--- src/rtl/mem_port.sv ---
// rtl/mem_port.sv - CPU load/store to word-aligned big-endian single-port RAM initiator
`ifndef RAM_NONE
`define RAM_NONE  2'd0
`endif
`ifndef RAM_READ
`define RAM_READ  2'd1
`endif
`ifndef RAM_WRITE
`define RAM_WRITE 2'd2
`endif

module mem_port #(
    parameter int unsigned MEM_SIZE = 1024
) (
    input  logic        i_clk,
    input  logic        i_rst,
    input  logic        i_req,
    input  logic        i_we,
    input  logic [1:0]  i_size,
    input  logic        i_signed,
    input  logic [31:0] i_addr,
    input  logic [31:0] i_wdata,
    output logic        o_ready,
    output logic        o_done,
    output logic        o_err,
    output logic [31:0] o_rdata,
    output logic [1:0]  o_ram_action,
    output logic [31:0] o_ram_addr,
    output logic [31:0] o_ram_val,
    input  logic [31:0] i_ram_val
);
    localparam logic [31:0] LAST_WORD = 32'(MEM_SIZE - 4);

    typedef enum logic [2:0] {
        S_IDLE, S_RD, S_RMW, S_WR, S_DONE, S_ERR
    } state_t;

    state_t      state_q, state_d;
    logic        we_q, we_d;
    logic [1:0]  size_q, size_d;
    logic        signed_q, signed_d;
    logic [31:0] addr_q, addr_d;
    logic [31:0] wval_q, wval_d;
    logic [31:0] rdata_q, rdata_d;
    logic        req_err;

    // Lane 0 is the most significant byte, so the shift is (3 - offset) lanes.
    function automatic logic [31:0] load_lane(input logic [31:0] word, input logic [1:0] size,
                                              input logic sgn, input logic [1:0] off);
        logic [31:0] sh;
        logic [31:0] res;
        res = word;
        if (size == 2'd0) begin
            sh  = word >> {~off, 3'b000};
            res = (sgn && sh[7]) ? {24'hFF_FFFF, sh[7:0]} : {24'h0, sh[7:0]};
        end else if (size == 2'd1) begin
            sh  = word >> {~off[1], 4'b0000};
            res = (sgn && sh[15]) ? {16'hFFFF, sh[15:0]} : {16'h0, sh[15:0]};
        end
        return res;
    endfunction

    function automatic logic [31:0] merge_lane(input logic [31:0] word, input logic [31:0] wdata,
                                               input logic [1:0] size, input logic [1:0] off);
        logic [31:0] mask;
        logic [31:0] data;
        if (size == 2'd0) begin
            mask = 32'h0000_00FF << {~off, 3'b000};
            data = {24'h0, wdata[7:0]} << {~off, 3'b000};
        end else begin
            mask = 32'h0000_FFFF << {~off[1], 4'b0000};
            data = {16'h0, wdata[15:0]} << {~off[1], 4'b0000};
        end
        return (word & ~mask) | data;
    endfunction

    always_comb begin
        req_err = (i_size == 2'd3) ||
                  (i_size == 2'd1 && i_addr[0]) ||
                  (i_size == 2'd2 && i_addr[1:0] != 2'b00) ||
                  ({i_addr[31:2], 2'b00} > LAST_WORD);
    end

    always_comb begin
        state_d  = state_q;
        we_d     = we_q;
        size_d   = size_q;
        signed_d = signed_q;
        addr_d   = addr_q;
        wval_d   = wval_q;
        rdata_d  = rdata_q;
        case (state_q)
            S_IDLE: begin
                if (i_req) begin
                    we_d     = i_we;
                    size_d   = i_size;
                    signed_d = i_signed;
                    addr_d   = i_addr;
                    wval_d   = i_wdata;
                    if (req_err)              state_d = S_ERR;
                    else if (!i_we)           state_d = S_RD;
                    else if (i_size == 2'd2)  state_d = S_WR;
                    else                      state_d = S_RMW;
                end
            end
            S_RD: begin
                rdata_d = load_lane(i_ram_val, size_q, signed_q, addr_q[1:0]);
                state_d = S_DONE;
            end
            S_RMW: begin
                wval_d  = merge_lane(i_ram_val, wval_q, size_q, addr_q[1:0]);
                state_d = S_WR;
            end
            S_WR:    state_d = S_DONE;
            S_DONE:  state_d = S_IDLE;
            S_ERR:   state_d = S_IDLE;
            default: state_d = S_IDLE;
        endcase
    end

    always_ff @(posedge i_clk or posedge i_rst) begin
        if (i_rst) begin
            state_q  <= S_IDLE;
            we_q     <= 1'b0;
            size_q   <= 2'd0;
            signed_q <= 1'b0;
            addr_q   <= 32'h0;
            wval_q   <= 32'h0;
            rdata_q  <= 32'h0;
        end else begin
            state_q  <= state_d;
            we_q     <= we_d;
            size_q   <= size_d;
            signed_q <= signed_d;
            addr_q   <= addr_d;
            wval_q   <= wval_d;
            rdata_q  <= rdata_d;
        end
    end

    always_comb begin
        o_ready      = (state_q == S_IDLE);
        o_done       = (state_q == S_DONE) || (state_q == S_ERR);
        o_err        = (state_q == S_ERR);
        o_rdata      = rdata_q;
        o_ram_addr   = {addr_q[31:2], 2'b00};
        o_ram_action = `RAM_NONE;
        o_ram_val    = 32'h0;
        if (state_q == S_RD || state_q == S_RMW) begin
            o_ram_action = `RAM_READ;
        end else if (state_q == S_WR) begin
            o_ram_action = `RAM_WRITE;
            o_ram_val    = wval_q;
        end
    end

    // we_q is latched for completeness of the request record; routing is decided in IDLE.
    logic unused_we;
    assign unused_we = we_q;
endmodule

--- config.mk ---
export PLATFORM = sky130hd
export DESIGN_NAME = mem_port
export DESIGN_NICKNAME = d
export VERILOG_FILES = /design/src/rtl/mem_port.sv
export SDC_FILE = /design/constraint.sdc
export NUM_CORES = 1
export LEC_CHECK = 0
export BUFFER_PORTS_ARGS = -buffer_cell sky130_fd_sc_hd__clkbuf_2
export CORE_ASPECT_RATIO = 1.75
export CORE_UTILIZATION = 45
export CTS_CLUSTER_SIZE = 30
export DETAILED_ROUTE_END_ITERATION = 16
export PLACE_DENSITY = 0.77
export SLEW_MARGIN = 20
export SYNTH_ARGS = -nofsm -noshare
export SYNTH_HDL_FRONTEND = slang
export SYNTH_SLANG_ARGS = --single-unit
--- constraint.sdc ---
create_clock -name i_clk -period 3.5 [get_ports i_clk]
set_input_delay 0.875 -clock i_clk [delete_from_list [all_inputs] [get_ports i_clk]]
set_output_delay 0.875 -clock i_clk [all_outputs]
set_load 0.02 [all_outputs]
==> results of run 1 <==
[cells by family (layout without fill, tap and decap cells)]
logic type	after synthesis	after routing	synth area share, %
AOI/OAI and AO/OA	139	139	18.8
buffers and inverters	73	231	8.00
DFF	102	102	45.6
muxes	48	48	10.8
other	1	2	0.0670
and+or+nand+nor	174	174	16.7
[path summary, 6_finish.rpt]
kind	start	endpoint	slack (ns)
max	state_q[2]	o_ram_val[21]	0.81
min	i_rst	signed_q	0.49
max reg2reg	addr_q[1]	o_rdata[22]	1.30
min reg2reg	wval_q[20]	wval_q[20]	0.50
max in group asynchronous	i_rst	wval_q[15]	2.29
min in group i_clk	wval_q[20]	wval_q[20]	0.50
[sequential cells by signal, summed over array words and instances (netlist names)]
| name | flops |
|---|---|
| wval_q | 32 |
| size_q | 2 |
| addr_q | 32 |
| o_rdata | 32 |
| state_q | 3 |
| signed_q | 1 |
[layout make-up]
cell class / count / area [um^2]
flip-flops and latches: 102 / 2550
well taps: 165 / 206
clock inverters: 6 / 53.8
inverters: 3 / 15.0
fillers: 1105 / 5290
clock buffers: 10 / 229
repair buffers: 212 / 1110
multi-input cells: 363 / 2610
[metrics by stage]
step                area [um^2]  cells  hold WS, ns  total power [mW]  util [%]
CTS                        6760    860        0.506              6.12      56.0
finish                     6780    861        0.489              6.11      56.1
detailed placement         6470    844        0.488              5.15      53.6
global route               6780    861        0.510              6.49      56.1
global placement           6470    844        0.481              5.05      53.6
floorplan                  5610    538        0.463              4.47         -
[metal layers]
metal / vias up / track usage, %
met3: 60 / 4.41
met2: 221 / 46.1
li1: 2226 / -
met5: - / 0
met4: 0 / 19.6
met1: 2437 / 31.8
[cell usage after synthesis (3+ instances only)]
cell type | count | area (um^2)
o21ai_0 | 11 | 55.1
mux4_2 | 7 | 158
nand2_1 | 37 | 139
or3_1 | 3 | 18.8
clkbuf_1 | 14 | 52.6
buf_2 | 16 | 80.1
a221o_1 | 8 | 80.1
nand2b_1 | 7 | 43.8
nor4_1 | 5 | 31.3
inv_1 | 3 | 11.3
nor2_2 | 4 | 25.0
a21o_1 | 8 | 60.1
a22oi_1 | 20 | 150
and2_1 | 41 | 257
dfrtp_1 | 102 | 2550
nor3b_1 | 3 | 22.5
mux2i_1 | 10 | 100
a2bb2oi_1 | 5 | 43.8
a211oi_1 | 8 | 60.1
mux2_2 | 31 | 349
buf_4 | 35 | 263
a21oi_1 | 31 | 155
a22o_1 | 30 | 263
a221oi_1 | 8 | 70.1
nor2b_1 | 9 | 56.3
buf_6 | 3 | 33.8
nor2_1 | 23 | 86.3
nand3_1 | 32 | 160
nor3_1 | 3 | 15.0
[power by group through the flow]
| stage | clock [mW] | combinational (mW) | sequential (mW) |
|---|---|---|---|
| 6_report | 0.972 | 2.85 | 2.29 |
| 5_1_grt | 1.04 | 3.08 | 2.36 |
| 4_1_cts | 0.978 | 2.85 | 2.29 |
| 3_5_place_dp | 0 | 2.84 | 2.30 |
| 3_3_place_gp | 0 | 2.77 | 2.28 |
| 2_1_floorplan | 0 | 2.23 | 2.24 |
==> flow_summary.ini, run 1 <==
[outcome]
run_status = finished clean

[sta]
period_share_pct = 76.9
setup-violations-final = 0
skew_ns = 0.00759
slew_viol_final = 0
grt_setup_unrepaired = false
tns_ns = 0
finalWorstSetupSlack_ns = 0.808
hold_viol_final = 0
max_freq_mhz = 371
maxSlewHeadroom_pct = 38.5
min_period_ns = 2.69
max_slew.worst_pin.slew_ns = 0.919

[synth]
ys.flop_type = dfrtp_1
syn_area_per_cell_um2 = 10.4
synth_edf_count = 0
ys_seq_area_share_pct = 45.6
synth.ff_latch_count = 102
yosysWarnings = 0
ys_types = 46
synthArstFlopShare_pct = 100
syn_inst = 537
syn_area_mm2 = 0.00560

[die]
die_h_um = 150
chipWidth_um = 86.3
start_util_pct = 46.4
design.portCount = 204
fp.dieArea_mm2 = 0.0129
rows = 53
core_mm2 = 0.0121

[placed_design]
io_buffers = 201
dp_hpwl_um = 13100
pre_cts_slack_ns = 1.11
gp_congestion = 0.884

[setup_path]
rr_worst_depth = 4
critPathRequiredTime_ns = 2.62
crit_chain = nand2b_1, nor2_1, buf_4, and2_1, clkbuf_2
cpPeakStageDelay_ns = 0.47
crit_cells = 5
worst_setup_path_end_kind = output pin
crit_buf_inv = 2
cp_top_family = simple AND/OR/NAND/NOR gates
crit_type = reg2out
critPathSlowestCell = dfrtp_1
start_kind = flop
cp.arrival_ns = 1.82
cp_max_fo = 33

[min_path]
holdCritPathClass = in2async

[global_routing]
antenna_found_initial = 0
grt_pass1_wl_um = 26600
grt_max_degree = 49
grt_pass1_vias = 5014
grt_use_total_pct = 27.6
grt_overflow_total = 0

[layout]
drive_above_1_share_pct = 40.4
final_cell_mix = clkbuf_2, dfrtp_1, and2_1
layout.nets = 794
diodes = 0
final_common_cell = clkbuf_2
area.growth.synth_to_final_pct = 21.1

[drt]
met1Wirelength_um = 6260
viasPerCell = 5.74
dr_wl_met2_um = 8990
route.detailed.drc = 0
routedWlPerCell_um = 20.0
wl_met3_um = 890
ant_nets = 0
detailedRoute.firstIterationViolations = 347
dr.pass1.iters = 5
top_layer_used = met4
num_vias = 4944
drt_wl_total_um = 17200

[clock_network]
cts_setup_buffers = 0
htree_num_levels = 3
hold_buffers = 0
cts_tree = done
root_buffer = clkbuf_16
cts_resized = 0
path_clk_slew_ns = 0.08
insertion_delay_ns = 0.35
numCtsBuffers = 9
cts_sinks = 102
cts_max_path_buffers = 2

[pwr]
p_leak_nw = 3.31
pwr-share-clk_pct = 15.9
peakVddDrop_uv = 524
powerDensity_mw_per_mm2 = 902
p_switching_mw = 2.67
intPower_mw = 3.44
seqPwrFrac_pct = 37.5
pwr-share-comb_pct = 46.6
switching_share_pct = 43.8

[flow_run]
drv_cap = 0
Note: power is estimated with default switching activity, not from simulation.
==> run 2, diff against run 1 <==
==> constraint.sdc (replaced) <==
create_clock -name i_clk -period 2.4 [get_ports i_clk]
set_input_delay 0.6 -clock i_clk [delete_from_list [all_inputs] [get_ports i_clk]]
set_output_delay 0.6 -clock i_clk [all_outputs]
set_load 0.02 [all_outputs]
==> flow_summary.ini, run 2 (synthesis gave the netlist of run 1 again) <==
[die]
die_h_um = 150
design.portCount = 204
chipWidth_um = 86.3
fp.dieArea_mm2 = 0.0129
rows = 53
start_util_pct = 46.4
core_mm2 = 0.0121

[min_path]
holdCritPathClass = in2async

[drt]
route.detailed.drc = 0
top_layer_used = met4
dr_wl_met2_um = 9180
dr.pass1.iters = 6
routedWlPerCell_um = 20.0
detailedRoute.firstIterationViolations = 335
viasPerCell = 5.70
num_vias = 4945
wl_met3_um = 1010
met1Wirelength_um = 6240
ant_nets = 0
drt_wl_total_um = 17300

[layout]
instances_no_fill = 868
final_cell_mix = clkbuf_2, dfrtp_1, and2_1
layout.nets = 801
drive_above_1_share_pct = 42.0
area.growth.synth_to_final_pct = 23.2
diodes = 0
final_common_cell = clkbuf_2

[placed_design]
io_buffers = 201
gp_congestion = 0.866
dp_hpwl_um = 13000
placedCellCount = 850

[sta]
slew_viol_final = 0
hold_viol_final = 0
maxSlewHeadroom_pct = 33.0
period_share_pct = 96.2
skew_ns = 0.00807
min_period_ns = 2.31
max_slew.worst_pin.slew_ns = 1.00
setup-violations-final = 0
max_freq_mhz = 433

[global_routing]
grt_use_total_pct = 27.6
grt_pass1_vias = 4927
grt_pass1_wl_um = 26700
grt_overflow_total = 0
antenna_found_initial = 0
grt_max_degree = 40

[clock_network]
cts_tree = done
cts_max_path_buffers = 2
numCtsBuffers = 9
root_buffer = clkbuf_16
cts_sinks = 102
insertion_delay_ns = 0.35
path_clk_slew_ns = 0.08
htree_num_levels = 3

[pwr]
p_leak_nw = 3.36
power_mw = 9.14
powerDensity_mw_per_mm2 = 1330
peakVddDrop_uv = 756

[setup_path]
crit_buf_inv = 2
rrSetupSlack_ns = 0.45
cp_top_family = simple AND/OR/NAND/NOR gates
critPathLaunch = state_q[2]
cp_max_fo = 17
crit_type = reg2out
cp.arrival_ns = 1.71
critPathSlowestCell = dfrtp_2
worst_setup_path_end_kind = output pin
start_kind = flop
r2r_end = wval_q[16]
cpPeakStageDelay_ns = 0.42
crit_end = o_ram_val[21]
crit_cells = 5
critPathRequiredTime_ns = 1.80
rr_worst_depth = 5
r2r-start = size_q[1]
crit_chain = nand2b_2, nor2_4, buf_8, and2_1, clkbuf_2

[outcome]
run_status = finished clean

[flow_run]
drv_cap = 0
run 2: cell count changes in the layout (fill, tap and decap cells not counted), sizes merged:
cell	change
buf	+7
bufinv	+1
clkbuf	-1
clkinv	-1
inv	+1
run 2: routing by layer:
metal  GRT usage, %  vias up
met4           16.1        0
met2           47.9      248
met5              0        -
li1               -     2246
met3           3.70       54
met1           32.0     2397
run 2: where the power goes:
part	total [mW]	switching (mW)	internal, mW	leakage [nW]
registers	3.18	0.637	2.55	1.22
logic	4.42	2.59	1.83	1.99
clock network	1.54	0.703	0.834	0.150
total	9.14	3.93	5.21	3.36
run 2: timing repair:
item,CTS,global route
hold buffers,0,0
endpoints found under the hold margin,0,0
endpoints found under the setup margin,32,33
gates resized for setup,5,6
pin swaps,0,1
cloned,1,0
setup buffers,0,1
run 2: how the worst min path moves through the flow:
stage | start | end | slack (ns) | cells past startpoint
6_report | i_rst | addr_q[6] | 0.36 | 2
5_1_grt | i_rst | addr_q[4] | 0.41 | 2
4_1_cts | i_rst | addr_q[6] | 0.37 | 2
3_5_place_dp | o_rdata[23] | o_rdata[23] | 0.48 | 2
3_3_place_gp | o_rdata[17] | o_rdata[17] | 0.48 | 2
2_1_floorplan | wval_q[24] | wval_q[24] | 0.46 | 2
run 2: worst reg2reg max path, delay by kind of cell, from the launching register on:
kind                   cells  cell delay, ns
and+or+nand+nor            2            0.85
DFF                        1            0.40
muxes                      1            0.28
buffers and inverters      1            0.20
AOI/OAI and AO/OA          1            0.10
run 2: layout make-up:
type                       instances  area [um^2]
clock buffer                       9          225
clock inverter                     7         86.3
fill                            1089         5170
inverter                           3         15.0
multi-input combinational        363         2620
sequential                       102         2560
tap                              165          206
timing repair buffer             219         1190
run 2: stage by stage:
step                cell area [um^2]  util, %  worst slack [ns]  hold slack (ns)   TNS, ns
global route                    6900     57.2          -0.00214            0.408  -0.00214
global placement                6540     54.2             0.406            0.480         0
detailed placement              6540     54.2             0.337            0.482         0
finish                          6900     57.2            0.0902            0.359         0
CTS                             6880     57.0           0.00577            0.368         0
floorplan                       5610        -             0.316            0.463         0
==> run 3, diff against run 2 <==
--- a/config.mk
+++ b/config.mk
@@ -6,11 +6,13 @@
 export NUM_CORES = 1
 export LEC_CHECK = 0
 export BUFFER_PORTS_ARGS = -buffer_cell sky130_fd_sc_hd__clkbuf_2
+export CELL_PAD_IN_SITES_DETAIL_PLACEMENT = 0
+export CELL_PAD_IN_SITES_GLOBAL_PLACEMENT = 2
 export CORE_ASPECT_RATIO = 1.75
-export CORE_UTILIZATION = 45
+export CORE_UTILIZATION = 27
 export CTS_CLUSTER_SIZE = 30
 export DETAILED_ROUTE_END_ITERATION = 16
-export PLACE_DENSITY = 0.77
+export PLACE_DENSITY_LB_ADDON = 0.1
 export SLEW_MARGIN = 20
 export SYNTH_ARGS = -nofsm -noshare
 export SYNTH_HDL_FRONTEND = slang
==> flow_summary.ini, run 3 (synthesis gave the netlist of run 1 again) <==
[outcome]
run_status = finished clean

[pwr]
powerDensity_mw_per_mm2 = 1300
p_leak_nw = 3.35
peakVddDrop_uv = 445

[global_routing]
grt_overflow_total = 0
grt_pass1_vias = 5224
grt_max_degree = 103
antenna_found_initial = 1
grt_pass1_wl_um = 30600
grt_use_total_pct = 18.9

[clock_network]
htree_num_levels = 3
path_clk_slew_ns = 0.08
cts_tree = done
insertion_delay_ns = 0.35
numCtsBuffers = 9
root_buffer = clkbuf_16
cts_max_path_buffers = 2
cts_sinks = 102

[setup_path]
crit_type = reg2out
cp.arrival_ns = 1.68
cpPeakStageDelay_ns = 0.38
crit_chain = nand2b_1, nor2_4, buf_12, and2_1, clkbuf_2
critPathRequiredTime_ns = 1.80
start_kind = flop
cp_max_fo = 30
critPathSlowestCell = dfrtp_1
worst_setup_path_end_kind = output pin

[die]
fp.dieArea_mm2 = 0.0213
die_h_um = 192
start_util_pct = 27.6
rows = 69
core_mm2 = 0.0203
chipWidth_um = 111
design.portCount = 204

[sta]
whs_ns = 0.365
maxSlewHeadroom_pct = 34.4
tns_ns = 0
max_freq_mhz = 439
max_slew.worst_pin.slew_ns = 0.981
period_share_pct = 95.0
hold_viol_final = 0
setup-violations-final = 0
slew_viol_final = 0
skew_ns = 0.0105
finalWorstSetupSlack_ns = 0.121
grt_setup_unrepaired = false
min_period_ns = 2.28

[drt]
dr.pass1.iters = 4
route.detailed.drc = 0
ant_nets = 0
routedWlPerCell_um = 20.7
drt_wl_total_um = 19700
viasPerCell = 5.04
detailedRoute.firstIterationViolations = 177
num_vias = 4817

[flow_run]
drv_cap = 0

[layout]
register_area_mm2 = 0.00255
fill_cells = 2169
final_common_cell = clkbuf_2
final_area_mm2 = 0.00698
layout.nets = 804
drive_above_1_share_pct = 41.9
area.growth.synth_to_final_pct = 24.7
multi_input_area_mm2 = 0.00262
final_cell_mix = clkbuf_2, dfrtp_1, and2_1

[placed_design]
placed_area_mm2 = 0.00667
gp_congestion = 0.805
io_buffers = 201
dp_hpwl_um = 15400
pre_cts_slack_ns = 0.309

[min_path]
holdCritPathClass = in2async
[run 3: cell types whose count changed in the layout (fill, tap and decap cells not counted), sizes merged]
cell      change
buf           +3
bufinv        -1
clkinv        +1
clkinvlp      +2
diode         +1
inv           -2
[run 3: power breakdown]
| part | internal [mW] | switching [mW] |
|---|---|---|
| Sequential | 2.54 | 0.572 |
| Clock | 0.716 | 0.727 |
| Combinational | 1.86 | 2.63 |
[run 3: area by class of cell]
cell class	instances	area share [%]
Antenna cell	1	0.0358
Clock buffer	9	3.23
Clock inverter	7	0.824
Inverter	3	0.215
Multi-Input combinational cell	363	37.5
Sequential cell	102	36.6
Tap cell	248	4.44
Timing Repair Buffer	222	17.2
[run 3: critical path: cells and delay by family, from the launching register on]
kind          cells  cell delay, ns
simple gates      3            0.57
flops             1            0.38
buf+inv           2            0.36
[run 3: final timing paths]
path / to / depth (start not counted) / start / slack, ns
min: addr_q[24] / 3 / i_rst / 0.37
max reg2reg: o_rdata[14] / 4 / addr_q[1] / 0.44
max: o_ram_val[6] / 5 / state_q[2] / 0.12
max in group asynchronous: state_q[1] / 3 / i_rst / 1.54
min in group i_clk: state_q[0] / 2 / i_we / 0.47
min reg2reg: o_rdata[31] / 2 / o_rdata[31] / 0.50
[run 3: layer usage]
metal	track usage (%)	up-vias	share of wire (%)
met4	8.97	0	3.3
met5	0	-	0
met3	2.92	28	4.3
met2	34.4	175	53
met1	21.4	2359	39
li1	-	2255	-
[run 3: timing repair]
action                     CTS  global route
resized for setup            3             1
hold buffers                 0             0
setup endpoints to repair    6            21
setup buffers                0             3
pin swaps                    0             0
[run 3: metrics by stage]
stage	total power [mW]	instances	util [%]
global route	9.71	955	34.4
CTS	9.17	951	34.3
global placement	7.64	935	32.9
floorplan	6.52	538	-
finish	9.05	955	34.4
detailed placement	7.68	935	32.9
